**config.mk**
```make
export PLATFORM = sky130hd
export DESIGN_NAME = irq_ctrl
export DESIGN_NICKNAME = d
export VERILOG_FILES = /design/src/rtl/irq_ctrl.sv
export SDC_FILE = /design/constraint.sdc
export NUM_CORES = 1
export LEC_CHECK = 0
export ABC_AREA = 1
export BUFFER_PORTS_ARGS = -buffer_cell sky130_fd_sc_hd__buf_2
export CAP_MARGIN = 15
export CORE_MARGIN = 2
export CORE_UTILIZATION = 57
export CTS_BUF_LIST = sky130_fd_sc_hd__clkbuf_16
export DETAILED_ROUTE_END_ITERATION = 10
export GPL_TIMING_DRIVEN = 0
export PLACE_DENSITY_LB_ADDON = 0.08
export SYNTH_ARGS = -nofsm -noshare
export SYNTH_HDL_FRONTEND = slang
export SYNTH_SLANG_ARGS = --single-unit
```
**constraint.sdc**
```tcl
create_clock -name clk -period 3.13 [get_ports clk]
set_clock_uncertainty 0.1 [all_clocks]
set_input_delay 0.1565 -clock clk [delete_from_list [all_inputs] [get_ports clk]]
set_output_delay 0.1565 -clock clk [all_outputs]
set_load 0.05 [all_outputs]
```
**src/rtl/irq_ctrl.sv**
```systemverilog
// Interrupt controller: per-source edge/level mode and polarity, pending/enable state,
// registered CPU request (int_o, since int is reserved), claim register. Option: IRQ_CTRL_SWINT_EN.
module irq_ctrl #(
    parameter int N_SRC       = 8,
    parameter int SYNC_STAGES = 2
) (
    input  logic             clk,
    input  logic             rst,
    input  logic [N_SRC-1:0] irq_src,
    output logic             int_o,
    output logic [5:0]       irq_id,
    input  logic             i_wb_cyc,
    input  logic [2:0]       addr,
    input  logic [31:0]      i_wb_data,
    input  logic             i_wb_we,
    output logic [31:0]      o_wb_rdt,
    output logic             o_wb_ack
);

    localparam logic [2:0] A_PEND = 3'd0;
    localparam logic [2:0] A_EN   = 3'd1;
    localparam logic [2:0] A_MODE = 3'd2;
    localparam logic [2:0] A_POL  = 3'd3;
    localparam logic [2:0] A_CLM  = 3'd4;
`ifdef IRQ_CTRL_SWINT_EN
    localparam logic [2:0] A_SWS  = 3'd5;
`endif

    logic [SYNC_STAGES-1:0][N_SRC-1:0] sync_q, sync_d;
    logic [N_SRC-1:0] pending_q, pending_d;
    logic [N_SRC-1:0] enable_q, enable_d;
    logic [N_SRC-1:0] mode_q, mode_d;
    logic [N_SRC-1:0] pol_q, pol_d;
    logic [N_SRC-1:0] prev_q, prev_d;
    logic             int_q, int_d;
    logic [5:0]       irq_id_q, irq_id_d;
    logic             ack_q, ack_d;

    logic [N_SRC-1:0] sync_out, lvl, set, clr, wdat, pe;
    logic             wr, rd;
    logic             unused_ok;

    function automatic logic [31:0] ext(input logic [N_SRC-1:0] v);
        ext = '0;
        ext[N_SRC-1:0] = v;
    endfunction

    assign unused_ok = &{1'b0, i_wb_data};
    assign sync_out  = sync_q[SYNC_STAGES-1];
    assign wdat      = i_wb_data[N_SRC-1:0];

    always_comb begin
        sync_d = {sync_q[SYNC_STAGES-2:0], irq_src};

        wr = ack_q & i_wb_cyc & i_wb_we;
        rd = ack_q & i_wb_cyc & ~i_wb_we;

        enable_d = (wr && addr == A_EN)   ? wdat : enable_q;
        mode_d   = (wr && addr == A_MODE) ? wdat : mode_q;
        pol_d    = (wr && addr == A_POL)  ? wdat : pol_q;

        lvl = sync_out ^ pol_q;
        set = lvl & ~prev_q;
`ifdef IRQ_CTRL_SWINT_EN
        if (wr && addr == A_SWS)
            set = set | wdat;
`endif

        clr = '0;
        if (wr && addr == A_PEND)
            clr = wdat;
        if (rd && addr == A_CLM) begin
            for (int i = 0; i < N_SRC; i++)
                if (irq_id_q == 6'(i + 1))
                    clr[i] = 1'b1;
        end

        // A bit entering edge mode drops whatever the level path left behind.
        for (int i = 0; i < N_SRC; i++) begin
            if (mode_d[i])
                pending_d[i] = (mode_q[i] & pending_q[i] & ~clr[i]) | set[i];
            else
                pending_d[i] = lvl[i];
        end

        // Reload with the new polarity so a polarity flip is never seen as an edge.
        prev_d = sync_out ^ pol_d;

        pe       = pending_q & enable_q;
        int_d    = |pe;
        irq_id_d = '0;
        for (int i = N_SRC - 1; i >= 0; i--)
            if (pe[i])
                irq_id_d = 6'(i + 1);

        ack_d = i_wb_cyc & ~ack_q;

        case (addr)
            A_PEND:  o_wb_rdt = ext(pending_q);
            A_EN:    o_wb_rdt = ext(enable_q);
            A_MODE:  o_wb_rdt = ext(mode_q);
            A_POL:   o_wb_rdt = ext(pol_q);
            A_CLM:   o_wb_rdt = {26'd0, irq_id_q};
            default: o_wb_rdt = '0;
        endcase
    end

    always_ff @(posedge clk or posedge rst) begin
        if (rst) begin
            sync_q    <= '0;
            pending_q <= '0;
            enable_q  <= '0;
            mode_q    <= '0;
            pol_q     <= '0;
            prev_q    <= '0;
            int_q     <= 1'b0;
            irq_id_q  <= '0;
            ack_q     <= 1'b0;
        end else begin
            sync_q    <= sync_d;
            pending_q <= pending_d;
            enable_q  <= enable_d;
            mode_q    <= mode_d;
            pol_q     <= pol_d;
            prev_q    <= prev_d;
            int_q     <= int_d;
            irq_id_q  <= irq_id_d;
            ack_q     <= ack_d;
        end
    end

    assign int_o    = int_q;
    assign irq_id   = irq_id_q;
    assign o_wb_ack = ack_q;

endmodule

```
==> results by group, run 1 <==
Synth
  – Post-Synth Simple-Gate Area: 27.0%
  – Synth Area in Compound Gates: 9.97%
  – Post-synthesis xor/xnor area fraction: 2.16%
  – EDFF count, synth: 0
  – Top cell type's share of synthesized area: 47.9%
  – Gate Count Post-Synth: 391
  – Adder-cell share of the synthesized area: 0%
  – Seq/Total Area, Yosys: 47.9%
  – Mapped Area: 3240 sq um
  – Synth top area cells: dfrtp_1, nand2_1, buf_4
  – Yosys cell types: 28
  – YS warnings: 0
  – #FFs+latches synth: 62
  – Ys flop type: dfrtp_1
  – Ys async rst share: 100%
  – Avg Inst Size Synth: 8.28 sq um
  – Post-synthesis mux area share: 0%
  – Main combinational cell family by area after synthesis: simple AND/OR/NAND/NOR gates
  – Post-synth top area cell: dfrtp_1

Power
  – Power Density: 654 nW/um^2
  – Leak: 2.15 nW
  – Total Power: 2.60 mW
  – VDD IR max: 0.000507 V

Drt
  – Number of vias per cell: 4.98
  – Final WL: 7480 um
  – Metal-1 WL: 3220 um
  – Drc violations: 0
  – Pre-Repair DR Iteration Count: 4
  – Metal3 WL: 587 um
  – Vias: 2743
  – Uppermost routed layer: met4
  – Met2 wire len: 3560 um
  – Post-route ant nets: 0
  – Initial DRC Count: 244
  – DR WL/cell: 13.6 um

Cells and area
  – Area growth from synthesis to layout: 23.0%
  – Fraction of layout cells with a size suffix above 1: 22.8%
  – Final non-filler cell total: 551
  – # diodes: 0
  – Post-route cell area: 3980 sq um
  – Fillers: 452
  – Fin nets: 522

Run status
  – Status: complete, no violations

Clocking
  – H-tree depth: 3
  – Clock Root Buffer: clkbuf_16
  – # clock sinks: 62
  – Cts hold-fix bufs: 11
  – Clock transition at path regs: 50 ps
  – Max Root-Sink Buffers: 2
  – Worst-skew pair later-pin latency: 330 ps
  – CTS tree: yes
  – CTS Buf Count: 9
  – Post-CTS resize count: 0
  – Post-CTS Setup Bufs: 0

Placement
  – Placed cells: 525
  – GPL Wtd Cong: 0.892
  – Placed Area: 3620 sq um
  – HPWL Detailed: 5220 um
  – Port bufs: 36

Floorplan
  – Site row count: 27
  – Die Ht: 79.4 um
  – Initial Utilization: 58.8%
  – Die width: 79.4 um
  – Io pins: 87
  – Die area: 6300 sq um
  – Area of the core: 5510 sq um

STA
  – Slew @ Worst Pin: 804 ps
  – Pins over their slew limit: 0
  – Setup violators final: 0
  – Max Clk Rate: 548 MHz
  – Slew HR: 46.2%
  – Final Cycle Share: 58.3%
  – Sum of negative setup slack: 0 ps
  – Final worst path period need: 1830 ps
  – Final Hold Fails: 0
  – Minimum hold slack: 10.7 ps
  – RSZ-0062 raised after global routing: false

GRT
  – Gr ovfl total: 0
  – Initial antenna violation count: 0
  – Vias in the first global route: 2658
  – Largest net degree at the start of global routing: 38
  – First-pass GRT wire length: 12400 um
  – Tot GR Track Use: 26.5%

Worst setup path
  – Worst setup SP type: primary input
  – Worst EP arrival: 1940 ps
  – CP Class: primary input to flip-flop
  – CP Capture Type: flip-flop
  – Req. time, crit path: 3240 ps
  – Worst-path fanout max: 8

Flow run
  – Max Cap Viol: 0

Hold path
  – Hold WC Path Type: primary input to flip-flop
## through the flow
| stage | util (%) | worst slack [ps] |
|---|---|---|
| after CTS | 72.3 | 1330 |
| final | 72.3 | 1300 |
| after global routing | 72.3 | 1190 |
| after floorplan | - | 1310 |
| after global placement | 65.4 | 529 |
| after detailed placement | 65.8 | 1380 |
## layout by cell type, fill, tap and decap left out
master,instances
dfrtp_1,62
nand2_4,2
clkinv_1,2
o21ai_1,4
o21ai_2,12
xor2_1,8
dlygate4sd3_1,11
inv_1,46
a21boi_0,1
nor3_1,7
a21oi_1,8
nor3_4,1
nand3_2,1
o22ai_1,3
nand3b_1,1
buf_12,1
nand2_1,132
nand3_4,1
o2111ai_1,4
nor2_4,3
nand3_1,26
o21ai_0,6
buf_4,28
inv_2,3
clkinv_2,1
buf_6,3
nor4_1,1
o211ai_1,8
clkbuf_16,9
nand2_2,8
conb_1,26
a31oi_1,1
buf_2,36
nor2_1,13
## critical path, cell delays in order
cell           delay (ps)
dlygate4sd3_1         510
buf_2                 130
nand3_2               150
nor2_1                670
a21oi_1               140
nand3_1               110
nand2_1                60
## per-layer routing
| metal | vias to the layer above | track usage, % |
|---|---|---|
| met5 | - | 0 |
| met4 | 0 | 11.0 |
| met3 | 10 | 7.92 |
| met2 | 102 | 40.9 |
| met1 | 1272 | 35.1 |
| li1 | 1359 | - |
## synthesized netlist by cell type (2+ instances only)
| library cell | n |
|---|---|
| nand2_1 | 132 |
| dfrtp_1 | 62 |
| inv_1 | 44 |
| buf_4 | 28 |
| nand3_1 | 26 |
| nor2_1 | 13 |
| o21ai_2 | 12 |
| a21oi_1 | 8 |
| nand2_2 | 8 |
| o211ai_1 | 8 |
| xor2_1 | 8 |
| nor3_1 | 7 |
| o21ai_0 | 6 |
| o2111ai_1 | 4 |
| o21ai_1 | 4 |
| buf_6 | 3 |
| nor2_4 | 3 |
| o22ai_1 | 3 |
| inv_2 | 2 |
| nand2_4 | 2 |
## area by class of cell
class	instances	area (sq um)	share of cell area, %
inverter	46	173	4.34
sequential	62	1550	39.0
buffer	31	244	6.13
timing repair buffer	48	310	7.79
tap	72	90.1	2.26
multi-input combinational	277	1360	34.3
clock buffer	9	225	5.66
clock inverter	6	23.8	0.597
## registers in the layout, indices dropped and copies added (netlist names)
name and flops:
sync_out 8, sync_d 8, pending_q 8, pol_q 8, irq_id 4, mode_q 8
prev_q 8, o_wb_ack 1, int_o 1, enable_q 8
## path summary, 6_finish.rpt
check	start	to	slack, ps	depth (start not counted)
setup / recovery	i_wb_cyc	pending_q[6]	1300	7
hold / removal	i_wb_data[4]	pol_q[4]	10	3
setup reg to reg	o_wb_ack	pending_q[6]	1350	5
hold reg to reg	sync_d[12]	sync_out[4]	240	0
max in group asynchronous	rst	prev_q[5]	2020	4
min in group asynchronous	rst	sync_out[3]	330	3
## where the power goes
part	switching, mW	internal, mW	total [mW]
Sequential	0.109	0.950	1.06
Clock	0.327	0.514	0.841
Combinational	0.492	0.213	0.704
Total	0.928	1.68	2.60
## kinds of logic (layout without fill, tap and decap cells)
family | count (synthesis) | in the layout
and+or+nand+nor | 196 | 196
buffers and inverters | 77 | 140
DFF | 62 | 62
AOI/OAI and AO/OA | 47 | 47
xor gates and xnor gates | 8 | 8
other | 1 | 26
Power figures use the tool's default switching activity.
==> inputs of run 2 (changes only) <==
--- a/config.mk
+++ b/config.mk
@@ -5,11 +5,11 @@
 export SDC_FILE = /design/constraint.sdc
 export NUM_CORES = 1
 export LEC_CHECK = 0
-export ABC_AREA = 1
+export ABC_AREA = 0
 export BUFFER_PORTS_ARGS = -buffer_cell sky130_fd_sc_hd__buf_2
 export CAP_MARGIN = 15
 export CORE_MARGIN = 2
-export CORE_UTILIZATION = 57
+export CORE_UTILIZATION = 52
 export CTS_BUF_LIST = sky130_fd_sc_hd__clkbuf_16
 export DETAILED_ROUTE_END_ITERATION = 10
 export GPL_TIMING_DRIVEN = 0
==> constraint.sdc (replaced) <==
create_clock -name clk -period 1.8 [get_ports clk]
set_clock_uncertainty 0.1 [all_clocks]
set_input_delay 0.09 -clock clk [delete_from_list [all_inputs] [get_ports clk]]
set_output_delay 0.09 -clock clk [all_outputs]
set_load 0.05 [all_outputs]
==> run 2 against run 1 <==
Against the previous run: sequential share of layout area decreased by 0.16 points; first-iteration DRC count fell by 34%; utilization decreased by 0.95 points; final area up 0.50%; clock-buffer cell count is the same; sequential power grew 76%.
==> results by group, run 2 <==
Worst setup path
  – Worst EP arrival: 1920 ps (-20 ps)
  – Origin of the critical flop-to-flop path: o_wb_ack
  – Crit path top cell by count: buf_6
  – CP delay by family, top: simple AND/OR/NAND/NOR gates
  – Req. time, crit path: 1930 ps (-1310 ps)
  – CP Capture Type: flip-flop
  – CP peak stage delay: 410 ps (-260 ps)
  – CP Class: flip-flop to flip-flop
  – Worst setup SP type: flip-flop
  – Slowest CP cell: dfrtp_2
  – CP cell instances: and4b_1 > buf_6 > and3b_1 > buf_6 > buf_8 > and3_4 > o32ai_2
  – Worst path buffer plus inverter count: 3 (+1)
  – Worst reg2reg setup slack: 10 ps (-1340 ps)
  – Worst-path fanout max: 10 (+2)
  – Reg2Reg Capture Point: pending_q[6]
  – R2R depth: 7 (+2)

Synth
  – Synth top area cells: dfrtp_1, mux2_2, buf_4
  – Yosys cell types: 47 (+68%)
  – Ys flop type: dfrtp_1
  – Seq/Total Area, Yosys: 50.6% (+2.7 points)
  – Avg Inst Size Synth: 11.7 sq um (+42%)
  – Ys async rst share: 100% (unchanged)
  – Gate Count Post-Synth: 261 (-33%)
  – Commonest cells in the netlist: dfrtp_1, nand2_1, buf_4
  – #FFs+latches synth: 62 (unchanged)
  – Mapped Area: 3060 sq um (-5.4%)
  – Count leader, synth: dfrtp_1
  – Top cell type's share of synthesized area: 50.6% (+2.7 points)
  – EDFF count, synth: 0 (unchanged)
  – YS warnings: 0 (unchanged)
  – Post-synth top area cell: dfrtp_1

Clocking
  – CTS Buf Count: 9 (unchanged)
  – Clock transition at path regs: 50 ps (about the same)
  – # clock sinks: 62 (unchanged)
  – H-tree depth: 3 (unchanged)
  – Worst-skew pair later-pin latency: 320 ps (about the same)
  – Max Root-Sink Buffers: 2 (unchanged)
  – CTS tree: yes
  – Clock Root Buffer: clkbuf_16

Cells and area
  – Final non-filler cell total: 432 (-22%)
  – Fraction of layout cells with a size suffix above 1: 35.8% (+13 points)
  – Commonest non-fill, non-tap cell in the layout: dfrtp_1
  – # diodes: 0 (unchanged)
  – Commonest cells after routing, fill and taps aside: dfrtp_1, buf_2, buf_4, nand2_1, conb_1
  – Fillers: 440 (-2.7%)
  – Area growth from synthesis to layout: 30.6%
  – Fin nets: 402 (-23%)

Drt
  – Number of vias per cell: 5.37 (+7.9%)
  – Vias: 2320 (-15%)
  – Post-route ant nets: 0 (unchanged)
  – DR WL/cell: 16.3 um (+20%)
  – Initial DRC Count: 160 (-34%)
  – Final WL: 7030 um (-6.0%)
  – Pre-Repair DR Iteration Count: 5 (+1)
  – Drc violations: 0 (unchanged)

GRT
  – Busiest grt layer: met2
  – Met2 Use GR: 35.2% (-5.8 points)
  – Gr ovfl total: 0 (unchanged)
  – Met1 GRT Util: 33.6% (-1.5 points)
  – Largest net degree at the start of global routing: 33 (-13%)
  – Vias in the first global route: 2215 (-17%)
  – First-pass GRT wire length: 11200 um (-9.6%)
  – Initial antenna violation count: 0 (unchanged)
  – GR Layer Usage met3: 3.78% (-4.1 points)
  – Tot GR Track Use: 23.5% (-3.1 points)

Run status
  – Status: complete, no violations

Hold path
  – Hold Crit Depth: 5 (+2)
  – WHS Endpoint: pending_q[7]
  – HP Start: i_wb_cyc
  – Hold WC Path Type: primary input to flip-flop

STA
  – Setup violators final: 0 (unchanged)
  – Slew @ Worst Pin: 685 ps (-119 ps)
  – Final Hold Fails: 0 (unchanged)
  – Pins over their slew limit: 0 (unchanged)
  – RSZ-0062 raised after global routing: true
  – Final Cycle Share: 99.3%
  – Max Clk Rate: 560 MHz
  – Slew HR: 54.3% (+8.0 points)
  – Final worst path period need: 1790 ps

Floorplan
  – Area of the core: 5610 sq um (+1.8%)
  – Io pins: 87 (unchanged)
  – Die width: 80.8 um (+1.8%)
  – Die area: 6520 sq um (+3.5%)
  – Initial Utilization: 54.6% (-4.2 points)
  – Site row count: 27 (unchanged)
  – Die Ht: 80.8 um (+1.8%)

Power
  – Total Power: 4.66 mW (+79%)
  – Leak: 1.91 nW (-11%)
  – VDD IR max: 0.000894 V (+76%)
  – Power Density: 1170 nW/um^2 (+78%)

Placement
  – GPL Wtd Cong: 0.817 (-8.5%)
  – HPWL Detailed: 4650 um (-11%)
  – Port bufs: 35 (-2.8%)
  – Placed cells: 394 (-25%)

Flow run
  – Max Cap Viol: 0 (unchanged)
==> run 2: changes by cell type in the layout (fill, tap and decap cells not counted), moves of 8 or more <==
cell and change:
nand3_1 -13, o21ai_2 -12, o211ai_1 -8, mux2_2 +20, nand2_1 -103, nand2_2 -8
inv_1 -43, nor2_1 -8
==> run 2: cell type report <==
cell class | instances | area, sq um | share of cell area, %
buffer | 34 | 267 | 6.66
tap | 72 | 90.1 | 2.25
sequential | 62 | 1550 | 38.8
inverter | 4 | 15.0 | 0.375
clock buffer | 9 | 225 | 5.63
timing repair buffer | 58 | 408 | 10.2
multi-input combinational | 186 | 1390 | 34.7
clock inverter | 7 | 55.1 | 1.38
==> run 2: repair_timing <==
item / 4_1_cts / 5_1_grt
gates resized for setup: 7 / 8
buffers inserted: 0 / 3
pin swaps: 0 / 2
hold buffers: 18 / 0
setup endpoints to repair: 21 / 20
cloned: 0 / 1
hold endpoints to repair: 57 / 0
==> run 2: kinds of logic (layout without fill, tap and decap cells) <==
family	Yosys count	in the layout	share of synthesized area [%]
other cells	1	26	0.122
flops	62	62	50.6
mux	32	32	13.4
xor+xnor	16	16	4.57
simple gates	76	76	13.2
buf+inv	38	112	8.82
compound gates	36	36	9.23
==> run 2: metal layers <==
metal	share of wire, %	vias to the layer above
li1	-	1076
met1	44	1127
met2	46	103
met3	8.0	14
met4	2.1	0
met5	0	-
==> run 2: worst min-delay path, cell delays in order <==
cell and delay [ps]:
buf_2 110, nand2_1 100, nor4_2 80, nand3_1 90
a32o_1 120
==> run 2: how the worst max path moves through the flow <==
stage / to / startpoint / slack (ps) / cells past startpoint
after CTS: pending_q[1] / o_wb_ack / 2 / 6
after global routing: pending_q[1] / o_wb_ack / -40 / 6
after global placement: o_wb_ack / rst / -930 / 2
final: pending_q[6] / o_wb_ack / 10 / 7
after detailed placement: o_wb_rdt[2] / addr[0] / -170 / 6
after floorplan: pending_q[5] / o_wb_ack / -90 / 6
==> run 2: through the flow <==
step | worst slack, ps | area [sq um] | TNS, ps | util (%) | hold slack (ps)
after floorplan | -93.3 | 3180 | -426 | - | 21.4
after global placement | -930 | 3450 | -46230 | 61.5 | 97.4
after detailed placement | -173 | 3470 | -886 | 61.9 | 99.3
after CTS | 2.48 | 3950 | 0 | 70.5 | 211
after global routing | -40.3 | 4000 | -225 | 71.4 | 246
final | 13.0 | 4000 | 0 | 71.4 | 213
==> run 2: report_power, final <==
part | internal, mW | switching, mW | leakage [nW]
Combinational | 0.460 | 0.708 | 1.01
Sequential | 1.64 | 0.238 | 0.764
Clock | 1.04 | 0.575 | 0.139
==> inputs of run 3 (changes only) <==
--- a/config.mk
+++ b/config.mk
@@ -9,8 +9,8 @@
 export BUFFER_PORTS_ARGS = -buffer_cell sky130_fd_sc_hd__buf_2
 export CAP_MARGIN = 15
 export CORE_MARGIN = 2
-export CORE_UTILIZATION = 52
-export CTS_BUF_LIST = sky130_fd_sc_hd__clkbuf_16
+export CORE_UTILIZATION = 54
+export CTS_BUF_LIST = sky130_fd_sc_hd__clkbuf_2
 export DETAILED_ROUTE_END_ITERATION = 10
 export GPL_TIMING_DRIVEN = 0
 export PLACE_DENSITY_LB_ADDON = 0.08
==> run 3 against run 2 <==
Against the previous run: the run now ends with negative setup slack left; first-iteration DRC count is 27% higher; worst hold slack worse by 180 ps; wire length is 7.3% higher; final area is 4.1% higher; non-clock buffer count is 30 higher; setup slack worse by 140 ps; maximum frequency is 7.2% lower; combinational power is 24% higher; sequential cell count stayed put; power is 11% lower; sequential share of layout area is 1.5 points lower; utilization is 4.3 points higher; critical path type is now flip-flop to primary output.
==> results by group, run 3 (synthesized netlist as in run 2, its figures left out) <==
Run status
  – Status: complete, but fails checks
  – Failing checks: negative setup slack

Cells and area
  – Area growth from synthesis to layout: 35.9%
  – Final Util: 75.6% (+4.3 points)
  – Fin nets: 432 (+7.5%)
  – Multi-input logic area: 1430 sq um (+2.6%)
  – Commonest non-fill, non-tap cell in the layout: dfrtp_1
  – Reg area: 1550 sq um (unchanged)
  – Fraction of layout cells with a size suffix above 1: 43.1% (+7.2 points)
  – Commonest cells after routing, fill and taps aside: dfrtp_1, buf_4, buf_2, nand2_1, conb_1
  – # diodes: 0 (unchanged)
  – Fillers: 391 (-11%)
  – Post-route cell area: 4170 sq um (+4.1%)
  – Final non-filler cell total: 462 (+6.9%)

Placement
  – Pre-CTS setup slack: -151 ps (+21.8 ps)
  – GPL Wtd Cong: 0.874 (+7.0%)
  – Placed Area: 3470 sq um (unchanged)
  – Port bufs: 35 (unchanged)
  – Placed cells: 394 (unchanged)
  – HPWL Detailed: 4750 um (+2.3%)

Clocking
  – # clock sinks: 62 (unchanged)
  – Clock Root Buffer: clkbuf_2
  – Clock transition at path regs: 200 ps (+150 ps)
  – CTS tree: yes
  – CTS Buf Count: 9 (unchanged)
  – H-tree depth: 3 (unchanged)
  – Worst-skew pair later-pin latency: 530 ps (+210 ps)
  – Max Root-Sink Buffers: 2 (unchanged)

STA
  – Slew @ Worst Pin: 792 ps (+107 ps)
  – RSZ-0062 raised after global routing: true
  – Minimum hold slack: 37.6 ps (-175 ps)
  – Pins over their slew limit: 0 (unchanged)
  – Final worst path period need: 1930 ps (+138 ps)
  – Max Clk Rate: 519 MHz (-7.2%)
  – Final Hold Fails: 0 (unchanged)
  – Sum of negative setup slack: -654 ps (-654 ps)
  – Fin worst setup slack: -125 ps (-138 ps)
  – Slew HR: 47.0% (-7.3 points)
  – Final Cycle Share: 107% (+7.7 points)
  – Setup violators final: 10 (+10)

Floorplan
  – Initial Utilization: 55.6% (+1.0 points)
  – Die area: 6290 sq um (-3.5%)
  – Area of the core: 5510 sq um (-1.8%)
  – Site row count: 27 (unchanged)
  – Die width: 79.3 um (-1.8%)
  – Io pins: 87 (unchanged)
  – Die Ht: 79.3 um (-1.8%)

Drt
  – Pre-Repair DR Iteration Count: 5 (unchanged)
  – Number of vias per cell: 5.31 (-1.1%)
  – Post-route ant nets: 0 (unchanged)
  – Final WL: 7540 um (+7.3%)
  – Initial DRC Count: 203 (+27%)
  – DR WL/cell: 16.3 um (+0.33%)
  – Vias: 2453 (+5.7%)
  – Drc violations: 0 (unchanged)

Power
  – Power Density: 999 nW/um^2 (-14%)
  – Leak: 2.02 nW (+5.5%)
  – VDD IR max: 0.000590 V (-34%)
  – Total Power: 4.16 mW (-11%)

GRT
  – First-pass GRT wire length: 11900 um (+6.1%)
  – Gr ovfl total: 0 (unchanged)
  – Tot GR Track Use: 25.3% (+1.8 points)
  – Largest net degree at the start of global routing: 37 (+12%)
  – Initial antenna violation count: 0 (unchanged)
  – Vias in the first global route: 2469 (+11%)

Worst setup path
  – CP peak stage delay: 460 ps (+50 ps)
  – Worst setup SP type: flip-flop
  – Worst reg2reg setup slack: -20 ps (-30 ps)
  – Req. time, crit path: 1610 ps (-320 ps)
  – R2R depth: 6 (-1)
  – Origin of the critical flop-to-flop path: o_wb_ack
  – Reg2Reg Capture Point: pending_q[1]
  – Worst path buffer plus inverter count: 1 (-2)
  – CP cell instances: mux4_2 > and2_4 > buf_6
  – Worst-path fanout max: 2 (-8)
  – CP Class: flip-flop to primary output
  – Slowest CP cell: mux4_2
  – CP delay by family, top: multiplexers
  – Worst EP arrival: 1740 ps (-180 ps)
  – CP Capture Type: primary output

Hold path
  – Hold WC Path Type: primary input to async pin

Flow run
  – Max Cap Viol: 0 (unchanged)
run 3: cell count changes in the layout (fill, tap and decap cells not counted), moves of 2 or more:
cell        previous run  this run
clkbuf_2               2         9
clkinv_1               4         0
clkbuf_1               0         2
buf_4                 31        59
and2_4                 0         4
a22oi_1                6         4
a22oi_2                1         3
buf_2                 35        29
clkbuf_16              9         1
buf_6                  3        11
inv_6                  0         2
clkinvlp_4             0         2
and2_1                 6         2
run 3: worst max-delay path by stage:
stage | start | to | slack (ps) | cells past startpoint
6_report | enable_q[4] | o_wb_rdt[4] | -130 | 3
5_1_grt | enable_q[7] | o_wb_rdt[7] | -240 | 3
4_1_cts | pol_q[4] | o_wb_rdt[4] | -140 | 3
3_5_place_dp | o_wb_ack | pending_q[6] | -150 | 6
3_3_place_gp | rst | o_wb_ack | -870 | 2
2_1_floorplan | o_wb_ack | pending_q[5] | -90 | 6
run 3: repair_timing:
action                                 4_1_cts  5_1_grt
endpoints found under the hold margin      111        0
buffers inserted                            22       11
gates resized for setup                     28        6
hold buffers                                18        0
setup endpoints to repair                   25       20
pin swaps                                    1        7
cloned                                       0        1
run 3: cell type report:
class | instances | share of cell area [%]
Inverter | 4 | 0.360
Multi-Input combinational cell | 186 | 34.2
Tap cell | 72 | 2.16
Sequential cell | 62 | 37.3
Timing Repair Buffer | 88 | 16.8
Buffer | 34 | 6.40
Clock buffer | 9 | 1.08
Clock inverter | 7 | 1.74
run 3: worst register-to-register path: stages, from the launching register on:
cell and delay [ps]:
dfrtp_2 390, and4b_1 210, buf_6 150, and3b_1 190
buf_6 160, mux2_4 320, a32o_1 220
run 3: where the power goes:
part / switching [mW] / internal (mW)
combinational: 0.810 / 0.643
sequential: 0.199 / 1.63
clock: 0.558 / 0.324
run 3: per-layer routing:
| metal | share of wire [%] | global-route usage, % |
|---|---|---|
| met1 | 42 | 30.9 |
| met2 | 50 | 42.2 |
| met3 | 6.2 | 7.73 |
| met5 | 0 | 0 |
| met4 | 1.9 | 9.48 |
